--- src/rtl/simmem_wdata_tracker_if.sv ---
// Write-address / write-data handshake bundle between requester, tracker and delay core.
interface simmem_wdata_tracker_if #(
    parameter int unsigned IidWidth      = 4,
    parameter int unsigned BurstLenWidth = 9
);
    logic                     waddr_valid_i;
    logic                     waddr_ready_o;
    logic [IidWidth-1:0]      waddr_iid_i;
    logic [BurstLenWidth-1:0] waddr_burst_len_i;
    logic                     wdata_valid_i;
    logic                     wdata_ready_o;
    logic                     wdata_last_i;
    logic                     core_waddr_valid_o;
    logic                     core_waddr_ready_i;
    logic [IidWidth-1:0]      core_waddr_iid_o;
    logic [BurstLenWidth-1:0] core_waddr_burst_len_o;
    logic [BurstLenWidth-1:0] core_wdata_immediate_cnt_o;
    logic                     core_wdata_valid_o;
    logic                     burst_done_o;
    logic [IidWidth-1:0]      burst_done_iid_o;
    logic                     wlast_err_o;

    modport master (
        output waddr_valid_i, waddr_iid_i, waddr_burst_len_i,
               wdata_valid_i, wdata_last_i, core_waddr_ready_i,
        input  waddr_ready_o, wdata_ready_o, core_waddr_valid_o,
               core_waddr_iid_o, core_waddr_burst_len_o,
               core_wdata_immediate_cnt_o, core_wdata_valid_o,
               burst_done_o, burst_done_iid_o, wlast_err_o
    );

    modport slave (
        input  waddr_valid_i, waddr_iid_i, waddr_burst_len_i,
               wdata_valid_i, wdata_last_i, core_waddr_ready_i,
        output waddr_ready_o, wdata_ready_o, core_waddr_valid_o,
               core_waddr_iid_o, core_waddr_burst_len_o,
               core_wdata_immediate_cnt_o, core_wdata_valid_o,
               burst_done_o, burst_done_iid_o, wlast_err_o
    );
endinterface

--- src/rtl/simmem_wdata_tracker.sv ---
// Pairs snooped write-data beats with write-address bursts in arrival order.
// Optional WLAST consistency check enabled by defining SIMMEM_WLAST_CHECK_EN.
module simmem_wdata_tracker #(
    parameter int unsigned IidWidth      = 4,
    parameter int unsigned BurstLenWidth = 9,
    parameter int unsigned AddrFifoDepth = 8,
    parameter int unsigned MaxEarlyBeats = 64
) (
    input  logic                   clk_i,
    input  logic                   rst_ni,
    simmem_wdata_tracker_if.slave  io
);
    localparam int unsigned CntW = $clog2(MaxEarlyBeats + 1);
    localparam int unsigned LenW = BurstLenWidth + 1;
    localparam int unsigned AvW  = ((CntW > LenW) ? CntW : LenW) + 1;
    localparam int unsigned PtrW = $clog2(AddrFifoDepth);

    logic [CntW-1:0]          early_cnt_q;
    logic [CntW-1:0]          early_cnt_d;
    logic [IidWidth-1:0]      fifo_iid_q [AddrFifoDepth];
    logic [BurstLenWidth-1:0] fifo_rem_q [AddrFifoDepth];
    logic [PtrW-1:0]          rd_ptr_q;
    logic [PtrW-1:0]          wr_ptr_q;
    logic [PtrW:0]            occ_q;
    logic                     done_q;
    logic [IidWidth-1:0]      done_iid_q;

    logic                     fifo_empty;
    logic                     fifo_full;
    logic                     waddr_ready;
    logic                     wdata_ready;
    logic                     hs_a;
    logic                     hs_d;
    logic                     beat_to_head;
    logic                     beat_to_cnt;
    logic [BurstLenWidth-1:0] head_rem;
    logic                     head_last;
    logic                     head_pop;
    logic [LenW-1:0]          len_ext;
    logic [AvW-1:0]           avail;
    logic [LenW-1:0]          imm;
    logic [LenW-1:0]          rem_new;
    logic                     push;
    logic                     addr_done;

    // Ready decisions use only registered occupancy, so a same-cycle pop never bypasses into a push.
    assign fifo_empty   = (occ_q == '0);
    assign fifo_full    = (occ_q == (PtrW+1)'(AddrFifoDepth));
    assign waddr_ready  = io.core_waddr_ready_i && !fifo_full;
    assign hs_a         = io.waddr_valid_i && waddr_ready;
    assign wdata_ready  = !fifo_empty || (early_cnt_q < CntW'(MaxEarlyBeats)) || hs_a;
    assign hs_d         = io.wdata_valid_i && wdata_ready;

    assign beat_to_head = hs_d && !fifo_empty;
    assign beat_to_cnt  = hs_d && fifo_empty;
    assign head_rem     = fifo_rem_q[rd_ptr_q];
    assign head_last    = (head_rem == BurstLenWidth'(1));
    assign head_pop     = beat_to_head && head_last;

    // A zero length is illegal; treating it as one beat keeps the pairing consistent.
    assign len_ext   = (io.waddr_burst_len_i == '0) ? LenW'(1) : {1'b0, io.waddr_burst_len_i};
    assign avail     = AvW'(early_cnt_q) + AvW'(beat_to_cnt);
    assign imm       = (avail < AvW'(len_ext)) ? LenW'(avail) : len_ext;
    assign rem_new   = len_ext - imm;
    assign push      = hs_a && (rem_new != '0);
    assign addr_done = hs_a && (rem_new == '0);

    always_comb begin
        early_cnt_d = early_cnt_q;
        if (hs_a) begin
            early_cnt_d = CntW'(avail - AvW'(imm));
        end else if (beat_to_cnt) begin
            early_cnt_d = early_cnt_q + CntW'(1);
        end
    end

    always_ff @(posedge clk_i or negedge rst_ni) begin
        if (!rst_ni) begin
            early_cnt_q <= '0;
            rd_ptr_q    <= '0;
            wr_ptr_q    <= '0;
            occ_q       <= '0;
            done_q      <= 1'b0;
            done_iid_q  <= '0;
        end else begin
            early_cnt_q <= early_cnt_d;
            if (head_pop) rd_ptr_q <= rd_ptr_q + PtrW'(1);
            if (push)     wr_ptr_q <= wr_ptr_q + PtrW'(1);
            case ({push, head_pop})
                2'b10:   occ_q <= occ_q + (PtrW+1)'(1);
                2'b01:   occ_q <= occ_q - (PtrW+1)'(1);
                default: occ_q <= occ_q;
            endcase
            done_q <= head_pop || addr_done;
            if (head_pop) begin
                done_iid_q <= fifo_iid_q[rd_ptr_q];
            end else if (addr_done) begin
                done_iid_q <= io.waddr_iid_i;
            end
        end
    end

    // Entry storage carries no reset; validity is tracked by the pointers and occupancy.
    always_ff @(posedge clk_i) begin
        if (beat_to_head && !head_last) begin
            fifo_rem_q[rd_ptr_q] <= head_rem - BurstLenWidth'(1);
        end
        if (push) begin
            fifo_iid_q[wr_ptr_q] <= io.waddr_iid_i;
            fifo_rem_q[wr_ptr_q] <= rem_new[BurstLenWidth-1:0];
        end
    end

`ifdef SIMMEM_WLAST_CHECK_EN
    logic wlast_err_q;

    always_ff @(posedge clk_i or negedge rst_ni) begin
        if (!rst_ni) begin
            wlast_err_q <= 1'b0;
        end else if (beat_to_head && (io.wdata_last_i != head_last)) begin
            wlast_err_q <= 1'b1;
        end
    end

    assign io.wlast_err_o = wlast_err_q;
`else
    logic unused_wdata_last;
    assign unused_wdata_last = io.wdata_last_i;
    assign io.wlast_err_o    = 1'b0;
`endif

    assign io.waddr_ready_o              = waddr_ready;
    assign io.wdata_ready_o              = wdata_ready;
    assign io.core_waddr_valid_o         = io.waddr_valid_i && !fifo_full;
    assign io.core_waddr_iid_o           = io.waddr_iid_i;
    assign io.core_waddr_burst_len_o     = io.waddr_burst_len_i;
    assign io.core_wdata_immediate_cnt_o = hs_a ? imm[BurstLenWidth-1:0] : '0;
    assign io.core_wdata_valid_o         = beat_to_head;
    assign io.burst_done_o               = done_q;
    assign io.burst_done_iid_o           = done_iid_q;

    a_len_nonzero: assert property (@(posedge clk_i) disable iff (!rst_ni)
        io.waddr_valid_i |-> (io.waddr_burst_len_i != '0));

    a_early_only_when_empty: assert property (@(posedge clk_i) disable iff (!rst_ni)
        (early_cnt_q != '0) |-> fifo_empty);
endmodule
--- src/flat_wrapper.sv ---
// flat-port wrapper written by rule: the top's interface ports become plain ports
module simmem_wdata_tracker_flat 
#(
    parameter int unsigned IidWidth      = 4,
    parameter int unsigned BurstLenWidth = 9,
    parameter int unsigned AddrFifoDepth = 8,
    parameter int unsigned MaxEarlyBeats = 64
)
  (clk_i, rst_ni, io_waddr_valid_i, io_waddr_iid_i, io_waddr_burst_len_i, io_wdata_valid_i, io_wdata_last_i, io_core_waddr_ready_i, io_waddr_ready_o, io_wdata_ready_o, io_core_waddr_valid_o, io_core_waddr_iid_o, io_core_waddr_burst_len_o, io_core_wdata_immediate_cnt_o, io_core_wdata_valid_o, io_burst_done_o, io_burst_done_iid_o, io_wlast_err_o);
  simmem_wdata_tracker_if #(.IidWidth(IidWidth), .BurstLenWidth(BurstLenWidth)) io_i ();
  input  logic clk_i;
  input  logic rst_ni;
  input wire logic [$bits(io_i.waddr_valid_i)-1:0] io_waddr_valid_i;
  input wire logic [$bits(io_i.waddr_iid_i)-1:0] io_waddr_iid_i;
  input wire logic [$bits(io_i.waddr_burst_len_i)-1:0] io_waddr_burst_len_i;
  input wire logic [$bits(io_i.wdata_valid_i)-1:0] io_wdata_valid_i;
  input wire logic [$bits(io_i.wdata_last_i)-1:0] io_wdata_last_i;
  input wire logic [$bits(io_i.core_waddr_ready_i)-1:0] io_core_waddr_ready_i;
  output wire logic [$bits(io_i.waddr_ready_o)-1:0] io_waddr_ready_o;
  output wire logic [$bits(io_i.wdata_ready_o)-1:0] io_wdata_ready_o;
  output wire logic [$bits(io_i.core_waddr_valid_o)-1:0] io_core_waddr_valid_o;
  output wire logic [$bits(io_i.core_waddr_iid_o)-1:0] io_core_waddr_iid_o;
  output wire logic [$bits(io_i.core_waddr_burst_len_o)-1:0] io_core_waddr_burst_len_o;
  output wire logic [$bits(io_i.core_wdata_immediate_cnt_o)-1:0] io_core_wdata_immediate_cnt_o;
  output wire logic [$bits(io_i.core_wdata_valid_o)-1:0] io_core_wdata_valid_o;
  output wire logic [$bits(io_i.burst_done_o)-1:0] io_burst_done_o;
  output wire logic [$bits(io_i.burst_done_iid_o)-1:0] io_burst_done_iid_o;
  output wire logic [$bits(io_i.wlast_err_o)-1:0] io_wlast_err_o;
  assign io_i.waddr_valid_i = io_waddr_valid_i;
  assign io_i.waddr_iid_i = io_waddr_iid_i;
  assign io_i.waddr_burst_len_i = io_waddr_burst_len_i;
  assign io_i.wdata_valid_i = io_wdata_valid_i;
  assign io_i.wdata_last_i = io_wdata_last_i;
  assign io_i.core_waddr_ready_i = io_core_waddr_ready_i;
  assign io_waddr_ready_o = io_i.waddr_ready_o;
  assign io_wdata_ready_o = io_i.wdata_ready_o;
  assign io_core_waddr_valid_o = io_i.core_waddr_valid_o;
  assign io_core_waddr_iid_o = io_i.core_waddr_iid_o;
  assign io_core_waddr_burst_len_o = io_i.core_waddr_burst_len_o;
  assign io_core_wdata_immediate_cnt_o = io_i.core_wdata_immediate_cnt_o;
  assign io_core_wdata_valid_o = io_i.core_wdata_valid_o;
  assign io_burst_done_o = io_i.burst_done_o;
  assign io_burst_done_iid_o = io_i.burst_done_iid_o;
  assign io_wlast_err_o = io_i.wlast_err_o;
  simmem_wdata_tracker #(.IidWidth(IidWidth), .BurstLenWidth(BurstLenWidth), .AddrFifoDepth(AddrFifoDepth), .MaxEarlyBeats(MaxEarlyBeats)) u_core (.clk_i(clk_i), .rst_ni(rst_ni), .io(io_i));
endmodule
--- config.mk ---
export PLATFORM = sky130hd
export DESIGN_NAME = simmem_wdata_tracker_flat
export DESIGN_NICKNAME = d
export VERILOG_FILES = /design/src/rtl/simmem_wdata_tracker_if.sv /design/src/rtl/simmem_wdata_tracker.sv /design/src/flat_wrapper.sv
export SDC_FILE = /design/constraint.sdc
export NUM_CORES = 1
export LEC_CHECK = 0
export ABC_AREA = 1
export CAP_MARGIN = 20
export CORE_ASPECT_RATIO = 0.5
export CORE_MARGIN = 1
export CORE_UTILIZATION = 48
export DETAILED_ROUTE_END_ITERATION = 10
export PLACE_DENSITY = 0.67
export SLEW_MARGIN = 25
export SYNTH_ARGS = -nofsm -noshare
export SYNTH_HDL_FRONTEND = slang
export SYNTH_SLANG_ARGS = --single-unit
--- constraint.sdc ---
create_clock -name clk_i -period 11.55 [get_ports clk_i]
set_input_delay 3.465 -clock clk_i [delete_from_list [all_inputs] [get_ports clk_i]]
set_output_delay 3.465 -clock clk_i [all_outputs]
set_load 0.01 [all_outputs]
==> results.ini, run 1 <==
[pwr]
comb_power_share = 0.482
power.density_nw_per_um2 = 277
p_leak_uw = 0.00372
switching_power_uw = 1000
p_seq_frac = 0.310
p_sw_frac = 0.425
clkPwrFrac = 0.208
irDropWorstVdd_v = 0.000134
intPower_uw = 1350

[route]
postRouteAntennaNets = 0
via_per_inst = 5.44
vias = 5917
drt_pass1_iterations = 5
drtIter0Drc = 385
remaining_drc_errors = 0
post_drt_wl_per_cell_um = 16.8
drt-total-wl_um = 18200

[floorplanning]
pin_count = 51
dieWidth_um = 177
rows = 31
dieArea_um2 = 15900
start_util = 0.501
die_h_um = 89.7
core_area_um2 = 14700

[placed_design]
place_inst = 1055
hpwl_um = 13300
globalplace.congestion = 0.942
portBuffers = 47

[hold_path]
min_from = u_core.io.burst_done_iid_o[0]$_DFFE_PN0P_
holdPathEnd = u_core.io.burst_done_iid_o[0]$_DFFE_PN0P_
hold_class = reg -> reg
min_delay_path_depth = 2

[cells_and_area]
finalNonFillerCells = 1087
drive_above_1_share = 0.0855
area_delta_synth_final_pct = 15.2
diodes = 0
final_common_cell = nand2_1
fin_nets = 925
final_cell_mix = 220 x nand2_1, 105 x o21ai_0, 104 x edfxtp_1

[run_status]
status = complete, no violations

[synth]
synth_ff_type = edfxtp_1
ys_seq_area_frac = 0.498
synth_cell_type_count = 47
postSynth.asyncResetShare = 0.175
synth-edff-count = 104
syn_area_per_cell_um2 = 8.81
yosys_warnings = 0
synth_seq_cells = 126
syn_area_um2 = 7380
syn_inst = 838

[worst_setup_path]
worstPathRequired_ns = 8.09
cp_max_fo = 19
startpoint_type = input port
crit_path_end_kind = output port
crit_arrival_ns = 7.59
reg2reg_from = u_core.occ_q[1]$_DFFE_PN0P_
worst-setup-path-type = in -> out
r2r-end = u_core.fifo_rem_q[5][8]$_DFFE_PP_
ff2ff_path_depth = 41
rrSetupSlack_ns = 4.11

[cts]
numCtsBuffers = 17
h-tree-depth = 4
clk_path_buf_depth = 2
root_buffer = clkbuf_16
clock-sinks = 126
holdBufCountCts = 0
clkSlewWorstSetupHoldPaths_ns = 0.06
clk_latency_ns = 0.41
cts_tree = built

[timing]
setup_viol_count_final = 0
finalCritPeriodShare = 0.957
worst_pin_slew_ns = 0.954
finalCriticalPeriod_ns = 11.05
finalSetupTns_ns = 0
grt_setup_unrepaired = false
skew_ns = 0.00834
slew_headroom = 0.360
maxSlewViolCount = 0
finalHoldViolCount = 0
max_freq_mhz = 90.5

[global_route]
grt_pass1_vias = 5612
grt_pass1_wl_um = 28400
antenna_found_initial = 0
grt_use_total = 0.241
grt_max_degree = 23
grt-ovfl-total = 0

[flow_run]
cap_violations = 0

[layer usage]
metal  routed length, um  vias to the layer above  global-route usage
met5                   0                        -                   0
met4                 255                        0              0.0754
met3                1200                       23              0.0459
met2                8420                      214               0.413
met1                8340                     2792               0.315
li1                    -                     2888                   -
[worst max-delay path, cell delays in order]
cell and delay [ns]:
clkdlybuf4s50_1 0.45, inv_1 0.04, nor2_1 0.12, nand2_1 0.08, nand2_1 0.06, inv_1 0.06
nor2_2 0.17, ha_1 0.20, nand2_1 0.07, inv_1 0.08, nand2_1 0.09, nor2_1 0.17
inv_1 0.06, nor2_1 0.18, and2_1 0.20, nor2_1 0.09, ha_1 0.32, a21o_1 0.18
a22oi_1 0.24, nand3_4 0.24, inv_1 0.21, o21ai_0 0.15, nor2_1 0.12, clkdlybuf4s50_1 0.55
[timing repair]
| item | CTS | global route |
|---|---|---|
| setup buffers | 0 | 0 |
| endpoints found under the hold margin | 0 | 0 |
| endpoints found under the setup margin | 0 | 8 |
| gates resized for setup | 0 | 4 |
[cells by family (layout without fill, tap and decap cells)]
group,after synthesis,count (layout),share of synthesized area
AOI/OAI and AO/OA,167,167,0.132
buffers and inverters,153,203,0.0931
and+or+nand+nor,335,335,0.189
adders and majority gates,30,30,0.0539
DFF,126,126,0.498
xor gates and xnor gates,26,26,0.0339
other,1,2,0.000508
[Yosys cell counts (2+ instances only)]
master | number | area, um2
a211oi_1 | 3 | 22.5
a21oi_1 | 12 | 60.1
a221oi_1 | 10 | 87.6
a22o_1 | 4 | 35.0
a22o_2 | 2 | 20.0
a22oi_1 | 8 | 60.1
a31oi_1 | 3 | 18.8
and3_2 | 3 | 22.5
buf_2 | 8 | 40.0
buf_4 | 21 | 158
buf_6 | 2 | 22.5
clkbuf_1 | 11 | 41.3
clkbuf_2 | 6 | 30.0
dfrtp_1 | 22 | 551
edfxtp_1 | 104 | 3120
fa_1 | 3 | 60.1
ha_1 | 27 | 338
inv_1 | 99 | 372
inv_2 | 5 | 18.8
nand2_1 | 220 | 826
nand2_2 | 4 | 25.0
nand3_1 | 30 | 150
nand3_2 | 2 | 20.0
nand3b_1 | 2 | 15.0
nand4_1 | 10 | 62.6
nor2_1 | 50 | 188
nor2_2 | 3 | 18.8
nor3_1 | 6 | 30.0
o211ai_1 | 3 | 22.5
o21ai_0 | 108 | 541
o21ai_1 | 5 | 25.0
o22ai_1 | 2 | 12.5
o2bb2ai_1 | 3 | 26.3
xnor2_1 | 6 | 52.6
xor2_1 | 17 | 149
xor2_2 | 3 | 48.8
[cell type report]
class	instances	area (um2)
Clock buffer	18	429
Clock inverter	14	106
Fill cell	1314	6240
Inverter	105	395
Multi-Input combinational cell	560	3040
Sequential cell	126	3670
Tap cell	198	248
Timing Repair Buffer	66	613
[stage by stage]
step	utilization	total power [uW]	worst slack [ns]	area, um2	hold WS (ns)
6_report	0.577	2350	0.497	8500	0.488
5_1_grt	0.577	2520	0.0768	8500	0.519
4_1_cts	0.576	2340	0.160	8490	0.493
3_5_place_dp	0.540	1850	0.174	7950	0.478
3_3_place_gp	0.540	1810	0.199	7950	0.473
2_1_floorplan	-	1530	1.24	7380	0.468
[state kept, by name (all words and copies together) (netlist names)]
name,count
u_core.occ_q,4
u_core.wr_ptr_q,3
u_core.fifo_rem_q,72
u_core.early_cnt_q,7
u_core.io.burst_done_o,1
u_core.fifo_iid_q,32
u_core.io.burst_done_iid_o,4
u_core.rd_ptr_q,3
[power groups by stage]
stage / clock, uW / sequential, uW / combinational [uW]
2_1_floorplan: 0 / 728 / 803
3_3_place_gp: 0 / 735 / 1080
3_5_place_dp: 0 / 737 / 1120
5_1_grt: 513 / 739 / 1270
4_1_cts: 489 / 729 / 1120
6_report: 488 / 730 / 1130
[how the worst max path moves through the flow]
stage                                     start                               end  slack [ns]  depth (start not counted)
after global routing      io_core_waddr_ready_i  io_core_wdata_immediate_cnt_o[2]        0.08                         28
after global placement    io_core_waddr_ready_i  io_core_wdata_immediate_cnt_o[5]        0.20                         23
after CTS                 io_core_waddr_ready_i  io_core_wdata_immediate_cnt_o[5]        0.16                         23
final                     io_core_waddr_ready_i  io_core_wdata_immediate_cnt_o[3]        0.50                         24
after floorplan           io_core_waddr_ready_i  io_core_wdata_immediate_cnt_o[1]        1.24                         22
after detailed placement  io_core_waddr_ready_i  io_core_wdata_immediate_cnt_o[2]        0.17                         24
(Power assumes the default switching activity.)
==> run 2: changes to the inputs <==
Settings changed: CTS_CLUSTER_DIAMETER from default to 60.
==> results of run 2 <==
No change in the layout: final DEF, timing and power equal those of run 1.
